===== src/rtl/hazard_ctrl.sv =====
// ---------------------------------------------------------------------------
// hazard_ctrl : pipeline stall/flush control with CSR drain and perf counters
// Rev 1.0
// ---------------------------------------------------------------------------
`default_nettype none

module hazard_ctrl #(
  parameter int DRAIN_CYCLES = 3,
  parameter int CNT_W        = 16
) (
  input  logic             clk,
  input  logic             reset,
  input  logic [31:0]      inst_ID,
  input  logic [31:0]      inst_Ex,
  input  logic             br_taken_Ex,
  input  logic             mem_stall,
  output logic [2:0]       reg_mux_sel,
  output logic             pc_stall,
  output logic             if_flush,
  output logic [CNT_W-1:0] stall_cnt,
  output logic [CNT_W-1:0] flush_cnt
);

  localparam int              DC_W         = $clog2(DRAIN_CYCLES + 1);
  localparam logic [DC_W-1:0] C_DRAIN_LOAD = DC_W'(DRAIN_CYCLES - 1);
  localparam logic [2:0]      C_SEL_NORMAL = 3'b001;
  localparam logic [2:0]      C_SEL_BUBBLE = 3'b010;
  localparam logic [2:0]      C_SEL_HOLD   = 3'b100;

  typedef enum logic [1:0] {
    ST_RUN   = 2'd0,
    ST_DRAIN = 2'd1,
    ST_ISSUE = 2'd2
  } state_e;

  state_e           state_q, state_d;
  logic [DC_W-1:0]  drain_cnt_q, drain_cnt_d;
  logic [CNT_W-1:0] stall_cnt_q, stall_cnt_d;
  logic [CNT_W-1:0] flush_cnt_q, flush_cnt_d;

  logic [6:0] op_id;
  logic [4:0] rs1_id, rs2_id, rd_ex;
  logic       uses_rs1, uses_rs2, load_ex, csr_id, load_use;
  logic       unused_bits;

  assign op_id  = inst_ID[6:0];
  assign rs1_id = inst_ID[19:15];
  assign rs2_id = inst_ID[24:20];
  assign rd_ex  = inst_Ex[11:7];

  // LUI, AUIPC and JAL carry immediate bits where rs1 would sit
  assign uses_rs1 = !((op_id == 7'b0110111) || (op_id == 7'b0010111) ||
                      (op_id == 7'b1101111));
  assign uses_rs2 = (op_id == 7'b0110011) || (op_id == 7'b0100011) ||
                    (op_id == 7'b1100011);
  assign load_ex  = (inst_Ex[6:0] == 7'b0000011) && (rd_ex != 5'd0);
  assign csr_id   = (op_id == 7'b1110011) && (inst_ID[14:12] != 3'b000);
  assign load_use = load_ex && ((uses_rs1 && (rs1_id == rd_ex)) ||
                                (uses_rs2 && (rs2_id == rd_ex)));

  assign unused_bits = ^{inst_ID[31:25], inst_ID[11:7], inst_Ex[31:12]};

  always_comb begin
    state_d     = state_q;
    drain_cnt_d = drain_cnt_q;
    reg_mux_sel = C_SEL_NORMAL;
    pc_stall    = 1'b0;
    if_flush    = 1'b0;
    if (!reset) begin
      reg_mux_sel = C_SEL_BUBBLE;
      pc_stall    = 1'b1;
      if_flush    = 1'b1;
    end else if (mem_stall) begin
      reg_mux_sel = C_SEL_HOLD;
      pc_stall    = 1'b1;
    end else if (br_taken_Ex) begin
      reg_mux_sel = C_SEL_BUBBLE;
      if_flush    = 1'b1;
      state_d     = ST_RUN;
      drain_cnt_d = '0;
    end else begin
      case (state_q)
        ST_DRAIN: begin
          reg_mux_sel = C_SEL_BUBBLE;
          pc_stall    = 1'b1;
          drain_cnt_d = drain_cnt_q - DC_W'(1);
          if (drain_cnt_q <= DC_W'(1)) begin
            state_d = ST_ISSUE;
          end
        end
        ST_ISSUE: begin
          state_d = ST_RUN;
        end
        default: begin
          state_d = ST_RUN;
          if (csr_id) begin
            reg_mux_sel = C_SEL_BUBBLE;
            pc_stall    = 1'b1;
            if (DRAIN_CYCLES == 1) begin
              state_d     = ST_ISSUE;
              drain_cnt_d = '0;
            end else begin
              state_d     = ST_DRAIN;
              drain_cnt_d = C_DRAIN_LOAD;
            end
          end else if (load_use) begin
            // one bubble suffices: next cycle the load has left EX
            reg_mux_sel = C_SEL_BUBBLE;
            pc_stall    = 1'b1;
          end
        end
      endcase
    end
  end

  always_comb begin
    stall_cnt_d = stall_cnt_q;
    flush_cnt_d = flush_cnt_q;
    if (pc_stall && (stall_cnt_q != {CNT_W{1'b1}})) begin
      stall_cnt_d = stall_cnt_q + CNT_W'(1);
    end
    if (if_flush && (flush_cnt_q != {CNT_W{1'b1}})) begin
      flush_cnt_d = flush_cnt_q + CNT_W'(1);
    end
  end

  always_ff @(posedge clk or negedge reset) begin
    if (!reset) begin
      state_q     <= ST_RUN;
      drain_cnt_q <= '0;
      stall_cnt_q <= '0;
      flush_cnt_q <= '0;
    end else begin
      state_q     <= state_d;
      drain_cnt_q <= drain_cnt_d;
      stall_cnt_q <= stall_cnt_d;
      flush_cnt_q <= flush_cnt_d;
    end
  end

  assign stall_cnt = stall_cnt_q;
  assign flush_cnt = flush_cnt_q;

endmodule

`default_nettype wire


===== config.mk =====
export PLATFORM = sky130hd
export DESIGN_NAME = hazard_ctrl
export DESIGN_NICKNAME = d
export VERILOG_FILES = /design/src/rtl/hazard_ctrl.sv
export SDC_FILE = /design/constraint.sdc
export NUM_CORES = 1
export LEC_CHECK = 0
export CAP_MARGIN = 40
export CORE_MARGIN = 3
export CORE_UTILIZATION = 36
export DETAILED_ROUTE_END_ITERATION = 12
export HOLD_SLACK_MARGIN = 0.12
export PLACE_DENSITY = 0.77
export SLEW_MARGIN = 10
export SYNTH_ARGS = -nofsm -noshare
export SYNTH_HDL_FRONTEND = slang
export SYNTH_SLANG_ARGS = --single-unit

===== constraint.sdc =====
create_clock -name clk -period 2.15 [get_ports clk]
set_clock_uncertainty 0.15 [all_clocks]
set_input_delay 0.43 -clock clk [delete_from_list [all_inputs] [get_ports clk]]
set_output_delay 0.43 -clock clk [all_outputs]
set_load 0.1 [all_outputs]

==> insert_results.sql, run 1 <==
INSERT INTO impl_metrics (metric_group, metric, value, unit) VALUES
('logic_synthesis', 'syn_nets', '274', ''),
('pwr', 'comb_power_share', '0.572', ''),
('route', 'wl_per_cell', '15.2', 'um'),
('sta', 'setup_viol', '19', ''),
('setup_path', 'crit_path_end_kind', 'output port', ''),
('sta', 'achievable-frequency', '375', 'MHz'),
('die', 'floorplan.die.width', '81.6', 'um'),
('global_route', 'grt_start_max_net_pins', '26', ''),
('cells_and_area', 'finish.cell_count_without_fillers', '389', ''),
('place', 'placement.io_buffers', '72', ''),
('logic_synthesis', 'synth_seq_cells', '36', ''),
('setup_path', 'critical_path.n_buffers_inverters', '2', ''),
('setup_path', 'worst_path_max_delay_cell', 'sky130_fd_sc_hd__or4_4', ''),
('route', 'routed-via-count', '2042', ''),
('cells_and_area', 'antenna-diode-count', '0', ''),
('logic_synthesis', 'post-synth-top-area-fraction', '0.438', ''),
('sta', 'slew_viol_final', '0', ''),
('setup_path', 'timing_worst_setup_path_type', 'in -> out', ''),
('logic_synthesis', 'synth_top_area_cell', 'sky130_fd_sc_hd__dfrtp_1', ''),
('setup_path', 'cp_data_required_time', '1.57', 'ns'),
('logic_synthesis', 'postSynth.topFlopCell', 'sky130_fd_sc_hd__dfrtp_1', ''),
('place', 'gp_congestion', '0.840', ''),
('clocking', 'cts_buffers', '5', ''),
('place', 'hpwl', '4310', 'um'),
('run_status', 'violations', 'setup timing', ''),
('pwr', 'power.share.sequential', '0.290', ''),
('clocking', 'cts_root_buffer', 'sky130_fd_sc_hd__clkbuf_8', ''),
('logic_synthesis', 'synth-seq-area-share', '0.438', ''),
('logic_synthesis', 'synth.distinct_cells', '43', ''),
('cells_and_area', 'final_layout_size_suffix_gt1_frac', '0.539', ''),
('cells_and_area', 'n_fill_cell', '357', ''),
('place', 'dp_cells', '371', ''),
('global_route', 'grt-ovfl-total', '0', ''),
('cells_and_area', 'final_core_utilization', '0.718', ''),
('clocking', 'numClockSinks', '36', ''),
('clocking', 'cts.path.max_buffers', '2', ''),
('run_status', 'status', 'finished with violations', ''),
('sta', 'post-route-worst-setup-slack', '-0.514', 'ns'),
('pwr', 'switching_share', '0.508', ''),
('route', 'drt_wl_total', '5930', 'um'),
('route', 'detail_route.iter0.violations', '81', ''),
('sta', 'hold_viol_final', '0', ''),
('sta', 'fin_crit', '2.66', 'ns'),
('global_route', 'antenna_violations_before_repair', '0', ''),
('route', 'drt_pass1_iterations', '4', ''),
('clocking', 'cts.reportedPaths.clkPinSlew', '0.08', 'ns'),
('logic_synthesis', 'synth_area_leaders', 'sky130_fd_sc_hd__dfrtp_1 (44%), sky130_fd_sc_hd__xnor2_1 (13%), sky130_fd_sc_hd__nand3_1 (4.4%)', ''),
('die', 'effective_utilization_at_floorplan', '0.388', ''),
('logic_synthesis', 'async_flop_share', '1.00', ''),
('global_route', 'grt_first_pass_wirelength', '9660', 'um'),
('die', 'die_y', '81.6', 'um'),
('setup_path', 'crit_family', 'simple AND/OR/NAND/NOR gates', ''),
('setup_path', 'critical_path.startpoint_type', 'input pin', ''),
('min_path', 'hold_path_class', 'in -> async', ''),
('global_route', 'first_global_vias', '2074', ''),
('setup_path', 'critPathMaxStageDelay', '0.52', 'ns'),
('route', 'drc_errors', '0', ''),
('die', 'design.die.area', '6660', 'um^2'),
('sta', 'slew_headroom', '0.654', ''),
('logic_synthesis', 'synth.avg_cell_area', '10.3', 'um^2'),
('die', 'top_level_ports', '105', ''),
('pwr', 'power.switching', '1740', 'uW'),
('clocking', 'tritoncts', 'done', ''),
('cells_and_area', 'number_of_nets_in_the_final_layout', '392', ''),
('flow_run', 'max_cap_viols', '0', ''),
('die', 'rows', '26', ''),
('sta', 'finalCritPeriodShare', '1.24', ''),
('pwr', 'vdd_drop_max', '0.00128', 'V'),
('clocking', 'cts_max_level', '2', ''),
('cells_and_area', 'area_growth_syn_to_layout', '85.2', '%'),
('logic_synthesis', 'syn-instance-count', '200', '');
## state kept, by name (all words and copies together), names as in the netlist
register     count
state_q          2
drain_cnt_q      2
flush_cnt       16
stall_cnt       16
## cells in the final DEF (no fill, tap or decap), types with 3 or more instances in the layout
master / count
sky130_fd_sc_hd__nand3_4: 3
sky130_fd_sc_hd__dlygate4sd2_1: 20
sky130_fd_sc_hd__nand2_1: 12
sky130_fd_sc_hd__dfrtp_1: 5
sky130_fd_sc_hd__nor2_1: 5
sky130_fd_sc_hd__buf_6: 14
sky130_fd_sc_hd__ha_1: 5
sky130_fd_sc_hd__nand4_1: 9
sky130_fd_sc_hd__inv_1: 7
sky130_fd_sc_hd__and2_1: 3
sky130_fd_sc_hd__nand3_1: 9
sky130_fd_sc_hd__and3_1: 7
sky130_fd_sc_hd__nor3_4: 3
sky130_fd_sc_hd__xnor2_1: 25
sky130_fd_sc_hd__nand3_2: 6
sky130_fd_sc_hd__a21oi_1: 6
sky130_fd_sc_hd__xnor2_2: 6
sky130_fd_sc_hd__nand2_4: 5
sky130_fd_sc_hd__clkbuf_8: 5
sky130_fd_sc_hd__buf_2: 4
sky130_fd_sc_hd__dfrtp_4: 12
sky130_fd_sc_hd__buf_12: 21
sky130_fd_sc_hd__buf_4: 45
sky130_fd_sc_hd__and4_1: 3
sky130_fd_sc_hd__dfrtp_2: 19
sky130_fd_sc_hd__xor2_1: 7
sky130_fd_sc_hd__dlymetal6s2s_1: 3
## synthesized netlist by cell type, types with 3 or more instances
library cell,number
sky130_fd_sc_hd__nor2_1,5
sky130_fd_sc_hd__nor3_1,3
sky130_fd_sc_hd__and3_1,7
sky130_fd_sc_hd__nand3_1,18
sky130_fd_sc_hd__ha_1,6
sky130_fd_sc_hd__a21oi_1,9
sky130_fd_sc_hd__and2_1,3
sky130_fd_sc_hd__dfrtp_1,36
sky130_fd_sc_hd__and4_1,4
sky130_fd_sc_hd__inv_1,7
sky130_fd_sc_hd__nand4_1,9
sky130_fd_sc_hd__nand2_1,15
sky130_fd_sc_hd__xor2_1,7
sky130_fd_sc_hd__xnor2_1,31
## logic make-up (layout without fill, tap and decap cells)
family,Yosys count,in the layout,share of synthesized area
muxes,2,2,0.0109
AOI/OAI and AO/OA,28,28,0.0998
xor gates and xnor gates,38,38,0.162
and+or+nand+nor,80,81,0.231
buffers and inverters,10,128,0.0219
adders and majority gates,6,6,0.0365
DFF,36,36,0.438
## power groups by stage
stage          Sequential (uW)  Combinational [uW]  Clock (uW)
2_1_floorplan             1900                 348           0
3_3_place_gp               995                1840           0
3_5_place_dp              1000                1860           0
4_1_cts                    989                1880         485
5_1_grt                   1020                2040         522
6_report                   993                1960         476
## through the flow
step	hold WS, ns	total power [uW]	setup slack, ns	TNS (ns)	instance area (um^2)
final	0.307	3430	-0.514	-4.10	3810
after global routing	0.333	3580	-0.585	-5.09	3810
after CTS	0.337	3350	-0.630	-2.19	3550
after detailed placement	0.321	2860	-0.930	-13.46	3360
after global placement	0.313	2830	-0.849	-11.92	3360
after floorplan	-0.0156	2250	-0.770	-3.10	2180
## what timing repair did
action,in CTS,in global routing
pin swaps,27,31
setup buffers,1,9
endpoints found under the hold margin,36,0
hold buffers,1,0
setup endpoints to repair,19,20
resized for setup,64,51
cloned,1,1
## worst min-delay path, delay by kind of cell
family / cells / cell delay, ns
buffers and inverters: 3 / 0.65
## final timing paths
check                                      end  cells past startpoint  slack (ns)           from
worst min-delay path              stall_cnt[9]                      3        0.31          reset
max in group asynchronous         stall_cnt[0]                      3        1.29          reset
worst max-delay path            reg_mux_sel[0]                      8       -0.51     inst_Ex[9]
worst min register to register   stall_cnt[10]                      1        0.32  stall_cnt[10]
worst max register to register    stall_cnt[1]                     11       -0.19     state_q[1]
min in group clk                 stall_cnt[10]                      1        0.32  stall_cnt[10]
## routing by layer
layer | global-route usage | wire length (um) | share of wire
met3 | 0.0417 | 246 | 0.041
met2 | 0.340 | 3180 | 0.54
met1 | 0.223 | 2440 | 0.41
met4 | 0.0532 | 63 | 0.011
met5 | 0 | 0 | 0
## area by class of cell
class | count | area [um^2] | area share
flip-flops and latches | 36 | 970 | 0.255
repair buffers | 113 | 1220 | 0.321
clock inverters | 3 | 18.8 | 0.00493
well taps | 70 | 87.6 | 0.0230
clock buffers | 5 | 68.8 | 0.0181
inverters | 7 | 26.3 | 0.00690
multi-input cells | 155 | 1420 | 0.372
Note: power is estimated with default switching activity, not from simulation.
==> run 2: changes to the inputs <==
--- a/config.mk
+++ b/config.mk
@@ -6,11 +6,14 @@
 export NUM_CORES = 1
 export LEC_CHECK = 0
 export CAP_MARGIN = 40
+export CELL_PAD_IN_SITES_DETAIL_PLACEMENT = 0
+export CELL_PAD_IN_SITES_GLOBAL_PLACEMENT = 1
 export CORE_MARGIN = 3
-export CORE_UTILIZATION = 36
+export CORE_UTILIZATION = 26
+export CTS_CLUSTER_DIAMETER = 80
 export DETAILED_ROUTE_END_ITERATION = 12
 export HOLD_SLACK_MARGIN = 0.12
-export PLACE_DENSITY = 0.77
+export PLACE_DENSITY_LB_ADDON = 0.1
 export SLEW_MARGIN = 10
 export SYNTH_ARGS = -nofsm -noshare
 export SYNTH_HDL_FRONTEND = slang
==> run 2 against run 1 <==
  * The flow still finishes with violations (setup timing)
  * Final cell count up 7.5%
  * Sequential share of layout area down 0.10 points
  * Wire length up 2.8%
  * Largest cell class unchanged
==> insert_results.sql, run 2 (synthesis results as in run 1) <==
INSERT INTO impl_metrics (metric_group, metric, value, unit) VALUES
('clocking', 'cts_max_level', '2', ''),
('pwr', 'total_leakage_power', '0.00160', 'uW'),
('sta', 'post-route-worst-setup-slack', '-0.446', 'ns'),
('setup_path', 'crit_path_end_kind', 'output port', ''),
('setup_path', 'crit_family', 'simple AND/OR/NAND/NOR gates', ''),
('setup_path', 'crit_chain', 'buf_6 -> or4_4 -> o211ai_4 -> nor3_4 -> nor3_4 -> a21oi_4 -> nor3_4 -> buf_12', ''),
('die', 'top_level_ports', '105', ''),
('sta', 'tightest_slew', '0.418', 'ns'),
('global_route', 'grt-ovfl-total', '0', ''),
('setup_path', 'critPathMaxStageDelay', '0.53', 'ns'),
('global_route', 'grt_start_max_net_pins', '21', ''),
('die', 'die_y', '94.9', 'um'),
('cells_and_area', 'n_fill_cell', '684', ''),
('global_route', 'first_global_vias', '1899', ''),
('cells_and_area', 'antenna-diode-count', '0', ''),
('pwr', 'power.share.sequential', '0.268', ''),
('setup_path', 'timing_worst_setup_path_type', 'in -> out', ''),
('place', 'post_dp_cell_area', '3430', 'um^2'),
('sta', 'slew_viol_final', '0', ''),
('sta', 'fin_crit', '2.60', 'ns'),
('min_path', 'hold_path_class', 'reg -> reg', ''),
('place', 'gp_congestion', '0.739', ''),
('sta', 'slew_headroom', '0.721', ''),
('clocking', 'cts_buffers', '5', ''),
('route', 'wl_per_cell', '14.6', 'um'),
('setup_path', 'peak_fanout_along_the_critical_path', '3', ''),
('place', 'hpwl', '4430', 'um'),
('pwr', 'power.switching', '1710', 'uW'),
('place', 'placement.io_buffers', '72', ''),
('run_status', 'status', 'finished with violations', ''),
('pwr', 'vdd_drop_max', '0.00110', 'V'),
('cells_and_area', 'final_core_utilization', '0.514', ''),
('pwr', 'p_clk_frac', '0.224', ''),
('die', 'core_area', '7450', 'um^2'),
('global_route', 'antenna_violations_before_repair', '0', ''),
('route', 'drt_wl_total', '6100', 'um'),
('setup_path', 'crit_arrival', '2.02', 'ns'),
('cells_and_area', 'layout_common_cells', 'sky130_fd_sc_hd__buf_4 (46), sky130_fd_sc_hd__xnor2_1 (28), sky130_fd_sc_hd__buf_12 (21)', ''),
('route', 'route.antenna.remaining_nets', '0', ''),
('pwr', 'switching_share', '0.460', ''),
('cells_and_area', 'area_growth_syn_to_layout', '85.9', '%'),
('global_route', 'grt_first_pass_wirelength', '9830', 'um'),
('sta', 'finalCritPeriodShare', '1.21', ''),
('global_route', 'grtUsageTotal', '0.140', ''),
('clocking', 'cts_root_buffer', 'sky130_fd_sc_hd__clkbuf_8', ''),
('pwr', 'cell_internal_power_dissipation', '2010', 'uW'),
('die', 'design.die.area', '9010', 'um^2'),
('route', 'drt_pass1_iterations', '3', ''),
('pwr', 'power_density_cells', '974', 'nW/um^2'),
('route', 'routed-via-count', '1950', ''),
('flow_run', 'max_cap_viols', '0', ''),
('cells_and_area', 'number_of_nets_in_the_final_layout', '392', ''),
('run_status', 'violations', 'setup timing', ''),
('sta', 'hold_viol_final', '0', ''),
('clocking', 'cts.reportedPaths.clkPinSlew', '0.07', 'ns'),
('clocking', 'tritoncts', 'done', ''),
('route', 'detail_route.iter0.violations', '33', ''),
('cells_and_area', 'final_common_cell', 'sky130_fd_sc_hd__buf_4', ''),
('die', 'floorplan.die.width', '94.9', 'um'),
('route', 'routed_via_density', '4.67', ''),
('setup_path', 'path_common_cell', 'sky130_fd_sc_hd__nor3_4', ''),
('sta', 'setup_viol', '3', ''),
('die', 'effective_utilization_at_floorplan', '0.276', ''),
('setup_path', 'cp_data_required_time', '1.57', 'ns'),
('cells_and_area', 'stdcell_area', '3820', 'um^2'),
('clocking', 'numClockSinks', '36', ''),
('clocking', 'cts.path.max_buffers', '2', ''),
('setup_path', 'critical_path.n_buffers_inverters', '2', ''),
('pwr', 'comb_power_share', '0.508', ''),
('route', 'drc_errors', '0', ''),
('cells_and_area', 'final_layout_size_suffix_gt1_frac', '0.517', ''),
('clocking', 'clock_insertion_delay_worst_skew', '0.28', 'ns'),
('setup_path', 'worst_path_max_delay_cell', 'sky130_fd_sc_hd__or4_4', ''),
('die', 'rows', '31', ''),
('sta', 'rsz_0062_raised_after_global_routing', 'true', ''),
('sta', 'achievable-frequency', '385', 'MHz'),
('setup_path', 'critical_path.startpoint_type', 'input pin', '');
run 2: changes by cell type in the layout (fill, tap and decap cells not counted), moves of 4 or more:
cell	delta
sky130_fd_sc_hd__nand2_2	+4
sky130_fd_sc_hd__clkdlybuf4s15_1	+6
sky130_fd_sc_hd__dlygate4sd2_1	-5
sky130_fd_sc_hd__nand3_1	+4
sky130_fd_sc_hd__buf_6	-5
run 2: power groups by stage:
stage | clock (uW) | sequential [uW] | combinational, uW
3_3_place_gp | 0 | 1010 | 1850
4_1_cts | 860 | 998 | 1870
6_report | 835 | 998 | 1890
3_5_place_dp | 0 | 1010 | 1850
2_1_floorplan | 0 | 1900 | 348
5_1_grt | 891 | 1020 | 1980
run 2: routing by layer:
layer / share of wire / GRT usage
met5: 0 / 0
met4: 0.0031 / 0.0252
met3: 0.047 / 0.0359
met2: 0.47 / 0.211
met1: 0.48 / 0.203
run 2: area by class of cell:
cell class / instances / area (um^2) / share of cell area
Sequential cell: 36 / 970 / 0.254
Timing Repair Buffer: 113 / 1190 / 0.312
Tap cell: 99 / 124 / 0.0324
Clock buffer: 5 / 68.8 / 0.0180
Multi-Input combinational cell: 155 / 1350 / 0.354
Clock inverter: 3 / 90.1 / 0.0236
Inverter: 7 / 26.3 / 0.00687
run 2: worst reg2reg max path, stage by stage (launching register included):
cell and delay [ns]:
sky130_fd_sc_hd__dfrtp_4 0.44, sky130_fd_sc_hd__and4_2 0.26, sky130_fd_sc_hd__and4_1 0.25, sky130_fd_sc_hd__nand2_1 0.16, sky130_fd_sc_hd__a31oi_4 0.26, sky130_fd_sc_hd__nand2_4 0.13
sky130_fd_sc_hd__mux2_4 0.31
run 2: what timing repair did:
item,CTS,global route
resized for setup,75,27
endpoints found under the hold margin,29,0
cloned,1,0
hold buffers,3,0
setup endpoints to repair,19,19
pin swaps,27,22
setup buffers,3,3
run 2: per-stage QoR:
step | instances | hold slack, ns | TNS [ns] | setup slack (ns) | total power, uW
5_1_grt | 418 | 0.349 | -1.73 | -0.520 | 3890
3_5_place_dp | 402 | 0.303 | -13.51 | -0.883 | 2870
3_3_place_gp | 402 | 0.299 | -13.10 | -0.865 | 2860
4_1_cts | 415 | 0.331 | -1.61 | -0.562 | 3720
2_1_floorplan | 200 | -0.0156 | -3.10 | -0.770 | 2250
6_report | 418 | 0.328 | -1.31 | -0.446 | 3730
run 2: path summary, 6_finish.rpt:
path / start / to / slack, ns / depth (start not counted)
min reg2reg: stall_cnt[10] / stall_cnt[10] / 0.33 / 1
max reg2reg: stall_cnt[6] / stall_cnt[1] / 0.07 / 6
min in group asynchronous: reset / state_q[0] / 0.61 / 3
max in group asynchronous: reset / stall_cnt[3] / 0.82 / 4
min: stall_cnt[10] / stall_cnt[10] / 0.33 / 1
max: inst_Ex[10] / reg_mux_sel[0] / -0.45 / 8
